==> config.mk <==
export PLATFORM = sky130hd
export DESIGN_NAME = ram_stream_reader_flat
export DESIGN_NICKNAME = d
export VERILOG_FILES = /design/src/rtl/ram_stream_reader_if.sv /design/src/rtl/ram_stream_reader.sv /design/src/flat_wrapper.sv
export SDC_FILE = /design/constraint.sdc
export NUM_CORES = 1
export LEC_CHECK = 0
export CAP_MARGIN = 15
export CORE_ASPECT_RATIO = 1.75
export CORE_MARGIN = 2
export CORE_UTILIZATION = 25
export DETAILED_ROUTE_END_ITERATION = 16
export PLACE_DENSITY = 0.47
export SYNTH_ARGS = -nofsm -noshare
export SYNTH_HDL_FRONTEND = slang
export SYNTH_SLANG_ARGS = --single-unit
==> constraint.sdc <==
create_clock -name clk -period 3.48 [get_ports clk]
set_clock_uncertainty 0.05 [all_clocks]
set_input_delay 0.522 -clock clk [delete_from_list [all_inputs] [get_ports clk]]
set_output_delay 0.522 -clock clk [all_outputs]
set_load 0.01 [all_outputs]
==> src/rtl/ram_stream_reader_if.sv <==
// Bus bundle between the RAM stream reader and its environment: command
// strobe and status, RAM read port, and the valid/ready output stream.
interface ram_stream_reader_if #(
    parameter int ADDR_W = 4,
    parameter int DATA_W = 8
);
    logic              start;
    logic [ADDR_W-1:0] start_addr;
    logic [ADDR_W:0]   count;
    logic              busy;
    logic              done;
    logic [ADDR_W-1:0] ram_read_addr;
    logic [DATA_W-1:0] ram_data_out;
    logic [DATA_W-1:0] out_data;
    logic              out_valid;
    logic              out_ready;

    // Reader side: drives status, the RAM address and the output stream.
    modport master (
        input  start, start_addr, count, ram_data_out, out_ready,
        output busy, done, ram_read_addr, out_data, out_valid
    );

    // Environment side: issues commands, returns RAM data, consumes the stream.
    modport slave (
        output start, start_addr, count, ram_data_out, out_ready,
        input  busy, done, ram_read_addr, out_data, out_valid
    );
endinterface

==> src/rtl/ram_stream_reader.sv <==
// Read-side controller for a 2^ADDR_W x DATA_W RAM with a one-cycle registered
// read. Walks a wrapping address range and streams the words out in address
// order through a 2-entry skid buffer that hides the RAM latency and absorbs
// backpressure.
module ram_stream_reader #(
    parameter int ADDR_W = 4,
    parameter int DATA_W = 8
) (
    input  logic                clk,
    input  logic                reset_n,
    ram_stream_reader_if.master bus
);
    localparam logic [ADDR_W:0] DEPTH = (ADDR_W + 1)'(1 << ADDR_W);

    typedef enum logic [1:0] {
        IDLE = 2'd0,
        READ = 2'd1,
        DONE = 2'd2
    } state_t;

    state_t            state_q;
    logic [ADDR_W-1:0] addr_ptr_q;
    logic [ADDR_W:0]   remaining_q;
    logic              inflight_q;
    logic              busy_q;
    logic              done_q;

    logic [DATA_W-1:0] buf_mem_q [2];
    logic              head_q;
    logic              head_d;
    logic [1:0]        buf_count_q;
    logic [1:0]        buf_count_d;

    logic              pop;
    logic              push;
    logic              issue;
    logic              drained;
    logic              tail;
    logic [2:0]        occ_after_pop;
    logic [ADDR_W:0]   count_clamped;

    // A word leaves the buffer whenever the consumer accepts the current head.
    assign pop  = (buf_count_q != 2'd0) && bus.out_ready;
    // The word requested last cycle is on the RAM output now.
    assign push = inflight_q;

    // Only request a new word if it is guaranteed a buffer slot when it lands.
    assign occ_after_pop = {1'b0, buf_count_q} + {2'b00, inflight_q} - {2'b00, pop};
    assign issue = (state_q == READ) && (remaining_q != '0) && (occ_after_pop < 3'd2);

    assign buf_count_d = buf_count_q + {1'b0, push} - {1'b0, pop};
    assign head_d      = head_q ^ pop;
    // With two entries the free slot is head when empty or full, else the other one.
    assign tail        = head_q ^ buf_count_q[0];

    // Nothing left to request, nothing on the way, buffer empty after this edge.
    assign drained = (remaining_q == '0) && !inflight_q && (buf_count_d == 2'd0);

    assign count_clamped = (bus.count > DEPTH) ? DEPTH : bus.count;

    assign bus.ram_read_addr = addr_ptr_q;
    assign bus.out_valid     = (buf_count_q != 2'd0);
    assign bus.out_data      = buf_mem_q[head_q];
    assign bus.busy          = busy_q;
    assign bus.done          = done_q;

    // Command FSM: accepts a command in IDLE, walks the addresses in READ,
    // and spends exactly one cycle in DONE to pulse done.
    always_ff @(posedge clk or negedge reset_n) begin
        if (!reset_n) begin
            state_q     <= IDLE;
            busy_q      <= 1'b0;
            done_q      <= 1'b0;
            addr_ptr_q  <= '0;
            remaining_q <= '0;
            inflight_q  <= 1'b0;
        end else begin
            inflight_q <= issue;
            case (state_q)
                IDLE: begin
                    done_q <= 1'b0;
                    if (bus.start) begin
                        if (count_clamped != '0) begin
                            addr_ptr_q  <= bus.start_addr;
                            remaining_q <= count_clamped;
                            busy_q      <= 1'b1;
                            state_q     <= READ;
                        end else begin
                            done_q  <= 1'b1;
                            state_q <= DONE;
                        end
                    end
                end
                READ: begin
                    if (issue) begin
                        addr_ptr_q  <= addr_ptr_q + ADDR_W'(1);
                        remaining_q <= remaining_q - (ADDR_W + 1)'(1);
                    end
                    if (drained) begin
                        busy_q  <= 1'b0;
                        done_q  <= 1'b1;
                        state_q <= DONE;
                    end
                end
                DONE: begin
                    done_q  <= 1'b0;
                    state_q <= IDLE;
                end
                default: begin
                    busy_q  <= 1'b0;
                    done_q  <= 1'b0;
                    state_q <= IDLE;
                end
            endcase
        end
    end

    // Skid buffer: capture the RAM word at the tail, retire the head on a pop.
    always_ff @(posedge clk or negedge reset_n) begin
        if (!reset_n) begin
            buf_mem_q[0] <= '0;
            buf_mem_q[1] <= '0;
            head_q       <= 1'b0;
            buf_count_q  <= 2'd0;
        end else begin
            if (push) begin
                buf_mem_q[tail] <= bus.ram_data_out;
            end
            head_q      <= head_d;
            buf_count_q <= buf_count_d;
        end
    end

    // The issue rule must never let a captured word find the buffer full.
    assert property (@(posedge clk) disable iff (!reset_n)
        !(push && !pop && (buf_count_q == 2'd2)));

endmodule

==> src/flat_wrapper.sv <==
// flat-port wrapper written by rule: the top's interface ports become plain ports
module ram_stream_reader_flat 
#(
    parameter int ADDR_W = 4,
    parameter int DATA_W = 8
)
  (clk, reset_n, bus_start, bus_start_addr, bus_count, bus_ram_data_out, bus_out_ready, bus_busy, bus_done, bus_ram_read_addr, bus_out_data, bus_out_valid);
  ram_stream_reader_if #(.ADDR_W(ADDR_W), .DATA_W(DATA_W)) bus_i ();
  input  logic clk;
  input  logic reset_n;
  input wire logic [$bits(bus_i.start)-1:0] bus_start;
  input wire logic [$bits(bus_i.start_addr)-1:0] bus_start_addr;
  input wire logic [$bits(bus_i.count)-1:0] bus_count;
  input wire logic [$bits(bus_i.ram_data_out)-1:0] bus_ram_data_out;
  input wire logic [$bits(bus_i.out_ready)-1:0] bus_out_ready;
  output wire logic [$bits(bus_i.busy)-1:0] bus_busy;
  output wire logic [$bits(bus_i.done)-1:0] bus_done;
  output wire logic [$bits(bus_i.ram_read_addr)-1:0] bus_ram_read_addr;
  output wire logic [$bits(bus_i.out_data)-1:0] bus_out_data;
  output wire logic [$bits(bus_i.out_valid)-1:0] bus_out_valid;
  assign bus_i.start = bus_start;
  assign bus_i.start_addr = bus_start_addr;
  assign bus_i.count = bus_count;
  assign bus_i.ram_data_out = bus_ram_data_out;
  assign bus_i.out_ready = bus_out_ready;
  assign bus_busy = bus_i.busy;
  assign bus_done = bus_i.done;
  assign bus_ram_read_addr = bus_i.ram_read_addr;
  assign bus_out_data = bus_i.out_data;
  assign bus_out_valid = bus_i.out_valid;
  ram_stream_reader #(.ADDR_W(ADDR_W), .DATA_W(DATA_W)) u_core (.clk(clk), .reset_n(reset_n), .bus(bus_i));
endmodule
## Yosys cells after proc, flatten, opt, wreduce, memory -nomap -nowiden

Index checks and enable logic that the tools add are counted.

| cells by class | value |
|---|---|
| $add $sub $neg | 6 |
| multipliers | 0 |
| div/mod/pow operators | 0 |
| magnitude comparators | 5 |
| equal/unequal tests | 6 |
| shift-type cells | 0 |
| multiplexer cells | 27 |
| bitwise logic cells | 5 |
| reductions and logical operators | 17 |

Operator list:

| operator | number |
|---|---|
| $mux W8 | 4 |
| $mux W5 | 4 |
| $bwmux W16 | 1 |
| $mux W4 | 3 |
| $pmux W5 S2 | 1 |
| $reduce_bool A5 Y1 | 2 |
| $demux W8 S1 | 1 |
| $pmux W4 S2 | 1 |
| $reduce_and A4 Y1 | 2 |
| $logic_and A1 B1 Y1 | 6 |
| $mux W1 | 6 |
| $mux W2 | 3 |
| $ne A2 B1 Y1 const B | 3 |
| $gt A5 B5 Y1 const B | 1 |
| $logic_not A5 Y1 | 1 |
| $sub A5 B1 Y5 const B | 1 |
| $add A4 B1 Y4 const B | 1 |
| $ge A2 B2 Y1 const B | 2 |
| $logic_not A2 Y1 | 2 |
| $not A1 Y2 | 2 |
| $pmux W2 S2 | 1 |
| $reduce_bool A2 Y1 | 2 |
| $add A2 B1 Y3 | 1 |
| $lt A3 B2 Y1 const B | 1 |
| other kinds (13) | 14 |

| storage, ports and cells | value |
|---|---|
| register bits after elaboration | 33 |
| latch bits | 0 |
| RAM bits | 0 |
| memory bits (read-only) | 0 |
| input bits | 21 |
| output and inout bits | 15 |
| logic and storage cells | 76 |
| memories kept | 0 |

## Depth between registers and ports, before layout

| logic depth | value |
|---|---|
| depth in word-level cells | 7 |
| gate-level depth with buffers | 12 |
| mapped depth without buffers | 10 |

## Least setup slack after synthesis

No wires, ideal clock.

| path | value |
|---|---|
| path type | reg-to-reg |
| from | register u_core.buf_count_q[0] |
| to | register u_core.remaining_q[3] |
| setup time | 0.126 ns |
| data arrival time | 3.074 ns |
| data required time | 3.304 ns |
| setup slack | 0.230 ns |
| cell stages (with the launch flop) | 12 |
| path buffers | 2 |
| clock period less this slack | 3.250 ns |
| cells stage by stage | dfrtp_1 or2_2 and2_1 ha_1 inv_1 ha_1 fa_1 or4_4 buf_6 and2_4 buf_6 o32a_1 |

| between the ends | value |
|---|---|
| longest elaborated chain between the ends | 7 |
| elaborated cells between the ends (all ways) | 8 |
| classes of those cells | add/sub (2); order compare (1); eq/ne (1); reduce/logical (4) |

RTL lines:

| what | RTL line | source |
|---|---|---|
| start, declared | ram_stream_reader.sv:31 | `logic [1:0] buf_count_q;` |
| start signal, assigned | ram_stream_reader.sv:130 | `buf_count_q <= buf_count_d;` |
| $reduce_bool A2 Y1 | n/a |  |
| named net bus_out_valid | flat_wrapper.sv:20 | `output wire logic [$bits(bus_i.out_valid)-1:0] bus_out_valid;` |
| $logic_and A1 B1 Y1 | ram_stream_reader.sv:43 | `assign pop = (buf_count_q != 2'd0) && bus.out_ready;` |
| $sub A3 B1 Y3 | ram_stream_reader.sv:48 | `assign occ_after_pop = {1'b0, buf_count_q} + {2'b00, inflight_q} - {2'b00, pop};` |
| $lt A3 B2 Y1 | ram_stream_reader.sv:49 | `assign issue = (state_q == READ) && (remaining_q != '0) && (occ_after_pop < 3'd2);` |
| $logic_and A1 B1 Y1 | ram_stream_reader.sv:49 |  |
| $ne A2 B1 Y1 (no line) | n/a |  |
| $reduce_and A4 Y1 (no line) | n/a |  |
| end signal, assigned | ram_stream_reader.sv:85 | `remaining_q <= count_clamped;` |
| end signal, assigned | ram_stream_reader.sv:97 | `remaining_q <= remaining_q - (ADDR_W + 1)'(1);` |
| end, declared | ram_stream_reader.sv:23 | `logic [ADDR_W:0] remaining_q;` |

The timed path passes the listed nets, and every way through them passes these cells.
A chain may end at the register's enable or synchronous reset.

## Worst setup path after layout

| path | value |
|---|---|
| from | register u_core.buf_count_q[0] |
| to | register u_core.remaining_q[3] |

| between the ends | value |
|---|---|
| longest elaborated chain between the ends | 7 |
| elaborated cells between the ends (all ways) | 8 |
| classes of those cells | add/sub (2); order compare (1); eq/ne (1); reduce/logical (4) |

RTL lines:

| what | RTL line |
|---|---|
| branches (longest 2 deep; another with $add A2 B1 Y3) | n/a |
| $sub A3 B1 Y3 * | ram_stream_reader.sv:48 |
| $lt A3 B2 Y1 * | ram_stream_reader.sv:49 |
| $logic_and A1 B1 Y1 * | ram_stream_reader.sv:49 |
| $ne A2 B1 Y1 (no line) * | n/a |
| $reduce_and A4 Y1 (no line) * | n/a |

Every way passes the cells marked *.

==> metrics <==
Tcrit/Tclk final 90.0%; final wirelength 3760 um; share of cells above drive strength 1 21.9%; max-cap violation count 0; number of global-route vias before repair 1355; Peak VDD IR 0.000391 V; mux cell area share after synthesis 18.0%; # clock sinks 33; critical path, cell by cell or2_2, and2_1, ha_1, inv_1, ha_1, fa_1, or4_4, and2_4, o32a_1; WS Path Type reg2reg; simple-gate share of the synthesized area 9.84%; Synth Instances 145; hold buffer count at CTS 0; CTS tree built; Final GP Congestion 0.818; io pins 36; Root Buffer clkbuf_16; die height 112 um; Die Wd 65.9 um; nets 209; area share of the largest cell type after synthesis 49.2%; global-route wire length before repair 6380 um; largest net degree at the start of global routing 34; Clock Path Buffers 2; FF/Latch Area 826 um^2; cell with the most instances after synthesis dfrtp_1; #FFs+latches synth 33; Area growth syn-to-layout 33.8%; Arr. time, crit path 3240 ps; pins over their slew limit 0; kind of cell adding the most delay to the critical path simple AND/OR/NAND/NOR gates; Critical path buffers and inverters 1; Yosys cell types 38; Synth area leader dfrtp_1; post_cts resized 0; Leakage Power 0.958 nW; GR Overflow Total 0; DRT Pass-1 Iters 4; fmax 319 MHz; final setup vio count 0; asr flop ratio synth 100%; DR WL/cell 14.2 um; Worst setup EP type register; Clk pin slew, worst setup/hold paths 50 ps; relative slew slack 47.8%; starting density of the core 25.9%; top_reg_cell synth dfrtp_1; Post-CTS Setup Bufs 0; RSZ-0062 raised after global routing false; Ant. Diodes 0; largest family of logic cells by synthesized area multiplexers; multi-input logic area 767 um^2; Max stage delay cell, worst path or4_4; Seq/Total Area, Yosys 49.2%; pwr dens 996 nW/um^2; Max FO, Critical Path 7; via count 1250; Post-synth EDFFs 0; Least-Margin Pin Slew 781 ps; Mean Syn Cell Area 11.6 um^2; dpl ws 153 ps; fraction of the mapped netlist area in compound gates 11.4%; Critical Path Max Stage Delay 570 ps; Hold Crit Class reg2reg; port bufs 35; top cells by count, synth 33 x dfrtp_1, 25 x mux2_2, 11 x a21oi_1, 11 x inv_1, 8 x nor2_1; Num CTS Buffers 5; outcome finished clean; final hold violations 0; gr usage total 11.2%; setup ws final 349 ps; Fill cells 636; Synth Area in Adders 4.92%; Sum Neg Setup Slack 0 ps; top post-synthesis cells by area dfrtp_1 49%, mux2_2 17%, ha_1 3.7%, a21oi_1 3.3%, inv_1 2.5%; mapped cell area 1680 um^2; # rows 39; DRT iter0 DRCs 53; Vias/cell 4.72; Startpoint Class register; Clock Latency Late Sink 270 ps; Final ANT Viol Nets 0; CP required 3590 ps; Synth Area in XOR/XNOR 1.57%; H-tree Lvls 2; YS warnings 0; most used cell, CP ha_1; initial antenna violation count 0; syn nets 172; drc violations 0; post-DP HPWL 2740 um; Min Clock Period, post-route 3130 ps; Total Die Area 7410 um^2; core area 6490 um^2
[metrics by stage]
stage	hold slack, ps	utilization [%]	instances	power [mW]	instance area, um^2
floorplan	176	-	145	1.44	1680
global placement	432	32.4	257	1.78	2100
detailed placement	440	32.4	257	1.83	2100
CTS	453	34.6	265	2.27	2240
global route	470	34.6	265	2.41	2240
finish	442	34.6	265	2.23	2240
[worst register-to-register path, stage by stage (launching register included)]
cell and delay [ps]:
dfrtp_1 400, or2_2 310, and2_1 190, ha_1 280, inv_1 40, ha_1 180, fa_1 470, or4_4 570
and2_4 180, o32a_1 340
[per-layer routing]
metal	routed length, um	up-vias	track usage [%]
li1	-	588	-
met1	1600	612	13.4
met2	1890	45	18.9
met3	230	5	2.91
met4	42	0	4.76
met5	0	-	0
[final cells by class]
cell class              count  share of cell area [%]
flip-flops and latches     33                    36.8
repair buffers             37                    16.3
well taps                  82                    4.57
inverters                  11                    1.84
clock buffers               5                    5.57
multi-input cells          94                    34.2
clock inverters             3                   0.780
[state kept, by name, summed over array words and instances (netlist names)]
name                      cells
u_core.buf_mem_q             16
u_core.remaining_q            5
u_core.bus.ram_read_addr      4
u_core.buf_count_q            2
u_core.state_q                2
u_core.bus.busy               1
u_core.bus.done               1
u_core.head_q                 1
u_core.inflight_q             1
[path summary, 6_finish.rpt]
| kind | start | endpoint | slack (ps) | cells past startpoint |
|---|---|---|---|---|
| worst max-delay path | u_core.buf_count_q[0] | u_core.remaining_q[3] | 350 | 9 |
| worst min-delay path | u_core.bus.done | u_core.bus.done | 440 | 1 |
| worst max register to register | u_core.buf_count_q[0] | u_core.remaining_q[3] | 350 | 9 |
| worst min register to register | u_core.bus.done | u_core.bus.done | 440 | 1 |
| max in group asynchronous | reset_n | u_core.bus.done | 2460 | 2 |
| min in group asynchronous | reset_n | u_core.buf_mem_q[14] | 610 | 2 |
[kinds of logic after synthesis]
kind of cell,count (synthesis)
XOR/XNOR,3
buffers and inverters,18
AO/OA/AOI/OAI,29
flip-flops,33
adder cells (fa/ha/maj),6
AND/OR/NAND/NOR,29
multiplexers,27
[placed cells by master (no fill, tap or decap), types with 3 or more instances in the layout]
cell | netlist | layout
a21oi_1 | 11 | 11
a31oi_1 | 4 | 4
clkbuf_16 | 0 | 5
clkdlybuf4s50_1 | 0 | 35
dfrtp_1 | 33 | 33
ha_1 | 5 | 5
inv_1 | 11 | 11
mux2_2 | 25 | 25
nand2_1 | 3 | 3
nor2_1 | 8 | 8
nor3_1 | 4 | 4
o22a_1 | 3 | 3
[report_power, final]
part / switching (mW) / internal (mW)
logic: 0.462 / 0.606
clock network: 0.160 / 0.262
registers: 0.163 / 0.582
total: 0.785 / 1.45
Note: power is estimated with default switching activity, not from simulation.
